`src/rtl/ucode_sequencer.sv`:
```
// Microcode sequencer between fetch and decode: expands MUL-class instructions into ROM micro-op sequences.
// Optional issue watchdog enabled with `define UCODE_SEQ_WATCHDOG_EN.
module ucode_sequencer #(
  parameter int          PC_W     = 4,
  parameter int          MAX_UOPS = 32,
  parameter logic [6:0]  BR_OPC   = 7'b1100001
) (
  input  logic            clk,
  input  logic            rst,
  input  logic [31:0]     instr_in,
  input  logic            instr_valid,
  output logic            instr_ready,
  output logic [6:0]      mul_opcode,
  output logic [15:0]     immediate,
  output logic [3:0]      reg1,
  output logic [3:0]      reg2,
  output logic [3:0]      dest_reg,
  output logic [PC_W-1:0] ghost_pc,
  input  logic [31:0]     uop_in,
  output logic [31:0]     issue_instr,
  output logic            issue_valid,
  input  logic            issue_ready,
  input  logic            flag_valid,
  input  logic            flag_z,
  output logic            fetch_stall,
  output logic            seq_done,
  output logic            seq_err
);

  typedef enum logic [2:0] {IDLE, FETCH, ISSUE, BRWAIT, DONE} state_t;

  state_t          state, state_nxt;
  logic [PC_W-1:0] br_off;
  logic            is_mul;
  logic            is_br;
  logic            issue_hs;
  logic            wd_hit;

  always_comb begin
    is_mul = 1'b0;
    case (instr_in[31:25])
      7'b0010000, 7'b0011000, 7'b0110000, 7'b0111000: is_mul = 1'b1;
      default:                                        is_mul = 1'b0;
    endcase
  end

  assign is_br       = (uop_in[31:25] == BR_OPC);
  assign fetch_stall = (state == FETCH) || (state == ISSUE) || (state == BRWAIT);
  assign seq_done    = (state == DONE);

  always_comb begin
    state_nxt   = state;
    issue_instr = instr_in;
    issue_valid = 1'b0;
    instr_ready = 1'b0;
    issue_hs    = 1'b0;
    case (state)
      IDLE: begin
        if (is_mul) begin
          instr_ready = 1'b1;
          if (instr_valid) state_nxt = FETCH;
        end else begin
          issue_valid = instr_valid;
          instr_ready = issue_ready;
        end
      end
      FETCH: state_nxt = ISSUE;
      ISSUE: begin
        issue_instr = uop_in;
        // An all-zero ROM word terminates the sequence and is never issued.
        if (uop_in == 32'd0) begin
          state_nxt = DONE;
        end else begin
          issue_valid = 1'b1;
          if (issue_ready) begin
            issue_hs = 1'b1;
            if (wd_hit)     state_nxt = DONE;
            else if (is_br) state_nxt = BRWAIT;
            else            state_nxt = FETCH;
          end
        end
      end
      BRWAIT: if (flag_valid) state_nxt = FETCH;
      DONE:   state_nxt = IDLE;
      default: state_nxt = IDLE;
    endcase
  end

  // Only the low PC_W offset bits matter: sign extension then truncation leaves them unchanged.
  always_ff @(posedge clk or negedge rst) begin
    if (!rst) begin
      state      <= IDLE;
      ghost_pc   <= '0;
      mul_opcode <= '0;
      immediate  <= '0;
      reg1       <= '0;
      reg2       <= '0;
      dest_reg   <= '0;
      br_off     <= '0;
    end else begin
      state <= state_nxt;
      case (state)
        IDLE: begin
          if (is_mul && instr_valid) begin
            mul_opcode <= instr_in[31:25];
            dest_reg   <= instr_in[24:21];
            reg1       <= instr_in[20:17];
            reg2       <= instr_in[16:13];
            immediate  <= instr_in[15:0];
            ghost_pc   <= '0;
          end
        end
        ISSUE: begin
          if (issue_hs) begin
            if (is_br) br_off <= uop_in[PC_W-1:0];
            else       ghost_pc <= ghost_pc + PC_W'(1);
          end
        end
        BRWAIT: begin
          if (flag_valid) ghost_pc <= flag_z ? ghost_pc + PC_W'(1) : ghost_pc + br_off;
        end
        default: ;
      endcase
    end
  end

`ifdef UCODE_SEQ_WATCHDOG_EN
  localparam int CNT_W = $clog2(MAX_UOPS + 1);

  logic [CNT_W-1:0] uop_cnt;
  logic             seq_err_q;

  // The handshake that brings the count to MAX_UOPS aborts the sequence.
  assign wd_hit  = (uop_cnt == CNT_W'(MAX_UOPS - 1));
  assign seq_err = seq_err_q;

  always_ff @(posedge clk or negedge rst) begin
    if (!rst) begin
      uop_cnt   <= '0;
      seq_err_q <= 1'b0;
    end else begin
      if (state == IDLE && is_mul && instr_valid) uop_cnt <= '0;
      else if (issue_hs)                          uop_cnt <= uop_cnt + CNT_W'(1);
      if (issue_hs && wd_hit) seq_err_q <= 1'b1;
    end
  end
`else
  assign wd_hit  = 1'b0;
  assign seq_err = 1'b0;
`endif

endmodule
```
`config.mk`:
```
export PLATFORM = sky130hd
export DESIGN_NAME = ucode_sequencer
export DESIGN_NICKNAME = d
export VERILOG_FILES = /design/src/rtl/ucode_sequencer.sv
export SDC_FILE = /design/constraint.sdc
export NUM_CORES = 1
export LEC_CHECK = 0
export CORE_MARGIN = 2
export CORE_UTILIZATION = 41
export CTS_BUF_LIST = sky130_fd_sc_hd__clkbuf_16
export CTS_CLUSTER_DIAMETER = 150
export DETAILED_ROUTE_END_ITERATION = 16
export HOLD_SLACK_MARGIN = 0.12
export PLACE_DENSITY_LB_ADDON = 0.15
export SYNTH_ARGS = -nofsm -noshare
export SYNTH_HDL_FRONTEND = slang
export SYNTH_SLANG_ARGS = --single-unit
```
`constraint.sdc`:
```
create_clock -name clk -period 3.25 [get_ports clk]
set_input_delay 0.4875 -clock clk [delete_from_list [all_inputs] [get_ports clk]]
set_output_delay 0.4875 -clock clk [all_outputs]
set_load 0.02 [all_outputs]
```
* Word level (Yosys, flattened, before mapping) *
Cells that the tools add are included.

word-level totals
  bits in registers = 46
  bits of input ports = 70
  output and inout bits = 76
  logic and storage cells = 60

cells by class
  add/sub/neg operators = 2
  equality and inequality tests = 16
  muxes and demuxes = 23
  reduce and logical (&&, ||, !) cells = 11

operators by type and width
  cell                                                                     count
  32-bit logical NOT                                                       1
  32-bit two-way mux                                                       1
  4-bit two-way mux                                                        5
  3-bit two-way mux                                                        5
  7-bit by 5-bit equality test with 1-bit output, second input constant    2
  7-bit by 6-bit equality test with 1-bit output, second input constant    2
  2-bit inequality test, second input constant                             6
  3-bit case mux with 4 select lines                                       1
  4-bit case mux with 3 select lines                                       1
  1-bit two-way mux                                                        8
  7-bit equality test, second input constant                               1
  3-bit by 2-bit equality test with 1-bit output, second input constant    2
  5-bit AND reduction                                                      1
  4-bit by 1-bit adder with 4-bit output, second input constant            1
  4-bit adder                                                              1
  4-bit AND reduction                                                      1
  4-bit OR reduction                                                       1
  3-bit by 1-bit equality test with 1-bit output, second input constant    1
  3-bit equality test, second input constant                               1
  3-bit logical NOT                                                        1
  3-bit by 2-bit inequality test with 1-bit output, second input constant  1
  3-bit AND reduction                                                      1
  3-bit nonzero test                                                       1
  1-bit logical OR                                                         2
  4 further kinds                                                          4

* Logic depth before layout (Yosys ltp) *
  depth after elaboration = 6
  depth in mapped cells = 6
  depth with buffers taken out = 6

* Least setup slack after synthesis *
OpenSTA, ideal clock, no wires.

  path kind = reg2out
  start point = register state[0]
  end point = output port issue_instr[10]
  arrival time = 1.500 ns
  required time = 2.762 ns
  path slack = 1.262 ns
  stages on the path, launching flop included = 5
  buffers on the path = 2
  path through = dfrtp_1 > buf_6 > nor3b_4 > buf_2 > mux2_2

between the ends
  word-level cells in the longest chain between the ends = 2

ends and longest elaborated chain
  what                                            RTL line  RTL
  start, declared                                 32        state_t state, state_nxt;
  start signal, assigned                          101       state <= state_nxt;
  3-bit by 2-bit equality test with 1-bit output  57        case (state)
  32-bit two-way mux                              57
  end, declared                                   20        output logic [31:0] issue_instr,

No other way between the ends.

* Worst setup path in the final report *
  start point = input port uop_in[10]
  end point = output port issue_valid

between the ends
  word-level cells in the longest chain between the ends = 3

ends and longest elaborated chain
  what                                RTL line  RTL
  start, declared                     19        input logic [31:0] uop_in,
  32-bit logical NOT                  71        if (uop_in == 32'd0) begin
  1-bit two-way mux                   71
  1-bit case mux with 2 select lines  57
  end, declared                       21        output logic issue_valid,

No other way between the ends.

==> flow_summary.ini <==
[finish]
final_area_sq_um = 4120
diodes = 0
reg.largest.list = immediate x15, mul_opcode x7
final_common_cell = clkdlybuf4s50_1
fin_nets = 414
area_growth_pct = 64.8
register_area_sq_um = 1080
largest_reg_flops = 15
layout_common_cells = clkdlybuf4s50_1, mux2_2, dfrtp_1
top_register = immediate
drive_gt1_frac = 0.262
multi_input_area_sq_um = 1320
fillers = 458

[sta]
final.min_clock_period_ns = 3.06
maxSlewHeadroom = 0.376
fin_setup_tns_ns = 0
fmax_ghz = 0.327
final_max_slew_viol_count = 0
period_share = 0.942
rsz0062_at_grt = false
skew_ns = 0.00185
tightest_slew_ns = 0.936
hold_viol_final = 0
whs_ns = 0.352
setup_viol = 0

[setup_path]
criticalPathCategory = input pin to primary output
rrSetupSlack_ns = 1.25
worstPathRequired_ns = 2.76
ff2ff_path_depth = 6
crit_path_start = uop_in[10]
worstPathArrival_ns = 2.57
cp_max_fo = 2
crit_path_end_kind = primary output
crit_end = issue_valid
startpoint_type = input pin
regToRegStartpoint = ghost_pc[2]
r2r_end = ghost_pc[3]

[drt]
drc = 0
via_per_inst = 5.14
drtIter0Drc = 42
wl_per_cell_um = 16.5
antenna_left = 0
vias = 2134
drt_wl_total_mm = 6.83
dr.pass1.iters = 4

[floorplanning]
rows = 28
coreArea_sq_um = 5920
dieArea_sq_um = 6730
fp.dieW_um = 82.1
io_pins = 146
die-height_um = 82.1
initial_core_util = 0.422

[clock_tree]
postCtsHoldBufs = 0
cts_setup_buffers = 0
tritoncts = done
clock_latency_ns = 0.27
cts_resized = 0
numClockSinks = 43
htreeDepth = 2
cts_made_buffers = 5
ctsRootBufferMaster = clkbuf_16
cts.path.max_buffers = 2
clk_pin_slew_ns = 0.06

[global_route]
grt_pass1_wl_mm = 10.4
gr-total-overflow = 0
grt_pass1_vias = 2157
antenna_found_initial = 0
grt.total_usage = 0.203
grt_max_degree = 44

[min_path]
hold_class = input pin to asynchronous set/reset pin

[logic_synthesis]
synth-seq-cells = 43
syn-cell-area_sq_um = 2500
synth-edff-count = 0
syn_area_per_cell_sq_um = 12.6
yosys.area.top_type = dfrtp_1
ys_types = 44
yosysSeqAreaShare = 0.431
yosys.area.top_type_share = 0.431
async_reset_ff_frac = 1.00
synthesis.nets = 274
ys_warn_count = 0
synth_flop_cell = dfrtp_1
synthTopCellsByArea = dfrtp_1, mux2_2, ha_1, buf_4, nor4_4
synth_cells = 199

[placed_design]
post_dp_cell_area_sq_um = 3970
hpwl_mm = 5.37
gp_congestion = 0.798
port_buffers = 144

[power_and_ir_drop]
vdd_ir_drop_max_mv = 0.340
p_leak_uw = 0.00170
p_per_area_nw_per_um2 = 608

[outcome]
status = finished, final reports clean

[flow_run]
maxCapViolations = 0
[worst max-delay path: stages]
cell             delay (ns)
clkdlybuf4s50_1        0.42
nor4_1                 0.46
nand4_1                0.21
o21ai_0                0.28
o21ai_0                0.14
clkdlybuf4s50_1        0.56
[report_power, final]
part           internal (uW)  total, uW  switching, uW  leakage (uW)
clock                    283        477            194     0.0000658
combinational            678       1260            583       0.00106
sequential               662        764            102      0.000574
[final cells by class]
class	instances	share of cell area
clock buffer	5	0.0304
clock inverter	3	0.00486
inverter	1	0.000912
multi-input combinational	141	0.319
sequential	43	0.261
tap	75	0.0228
timing repair buffer	147	0.360
[synthesized netlist by cell type, drive strengths merged, types with 2 or more instances]
cell,instances
mux2,63
ha,4
nor3,4
nor2b,4
a22o,2
nor4,9
a21oi,2
dfrtp,43
a31oi,2
buf,14
o31ai,2
and3,2
and2b,2
o21ai,4
or2,3
nand3,4
nand4,5
mux2i,2
nand2,6
nor2,6
[worst min-delay path by stage]
stage	start	endpoint	slack, ns	cells after the start
5_1_grt	rst	dest_reg[3]	0.45	1
2_1_floorplan	rst	br_off[0]	0.19	0
3_5_place_dp	mul_opcode[4]	mul_opcode[4]	0.46	1
6_report	rst	dest_reg[3]	0.35	1
4_1_cts	rst	dest_reg[3]	0.40	1
3_3_place_gp	mul_opcode[4]	mul_opcode[4]	0.45	1
[logic make-up (layout without fill, tap and decap cells)]
| group | count (synthesis) | in the layout | synth area share |
|---|---|---|---|
| mux | 65 | 65 | 0.292 |
| simple gates | 51 | 51 | 0.145 |
| flops | 43 | 43 | 0.431 |
| compound gates | 18 | 18 | 0.0566 |
| buf+inv | 15 | 156 | 0.0431 |
| fa+ha+maj | 5 | 5 | 0.0280 |
| other cells | 1 | 1 | 0.00150 |
| xor+xnor | 1 | 1 | 0.00351 |
[metal layers]
| metal | vias to the layer above | GRT usage | routed length (um) |
|---|---|---|---|
| met5 | - | 0 | 0 |
| met4 | 0 | 0.0517 | 73 |
| met3 | 6 | 0.0560 | 414 |
| met2 | 67 | 0.346 | 3450 |
| met1 | 1042 | 0.254 | 2890 |
| li1 | 1019 | - | - |
[through the flow]
stage	setup slack [ns]	util	power [uW]	instances
finish	0.189	0.695	2500	415
floorplan	1.26	-	1430	199
CTS	0.146	0.695	2530	415
detailed placement	0.159	0.671	2040	407
global route	0.0469	0.695	2630	415
global placement	0.275	0.671	2030	407
Power figures use the tool's default switching activity.
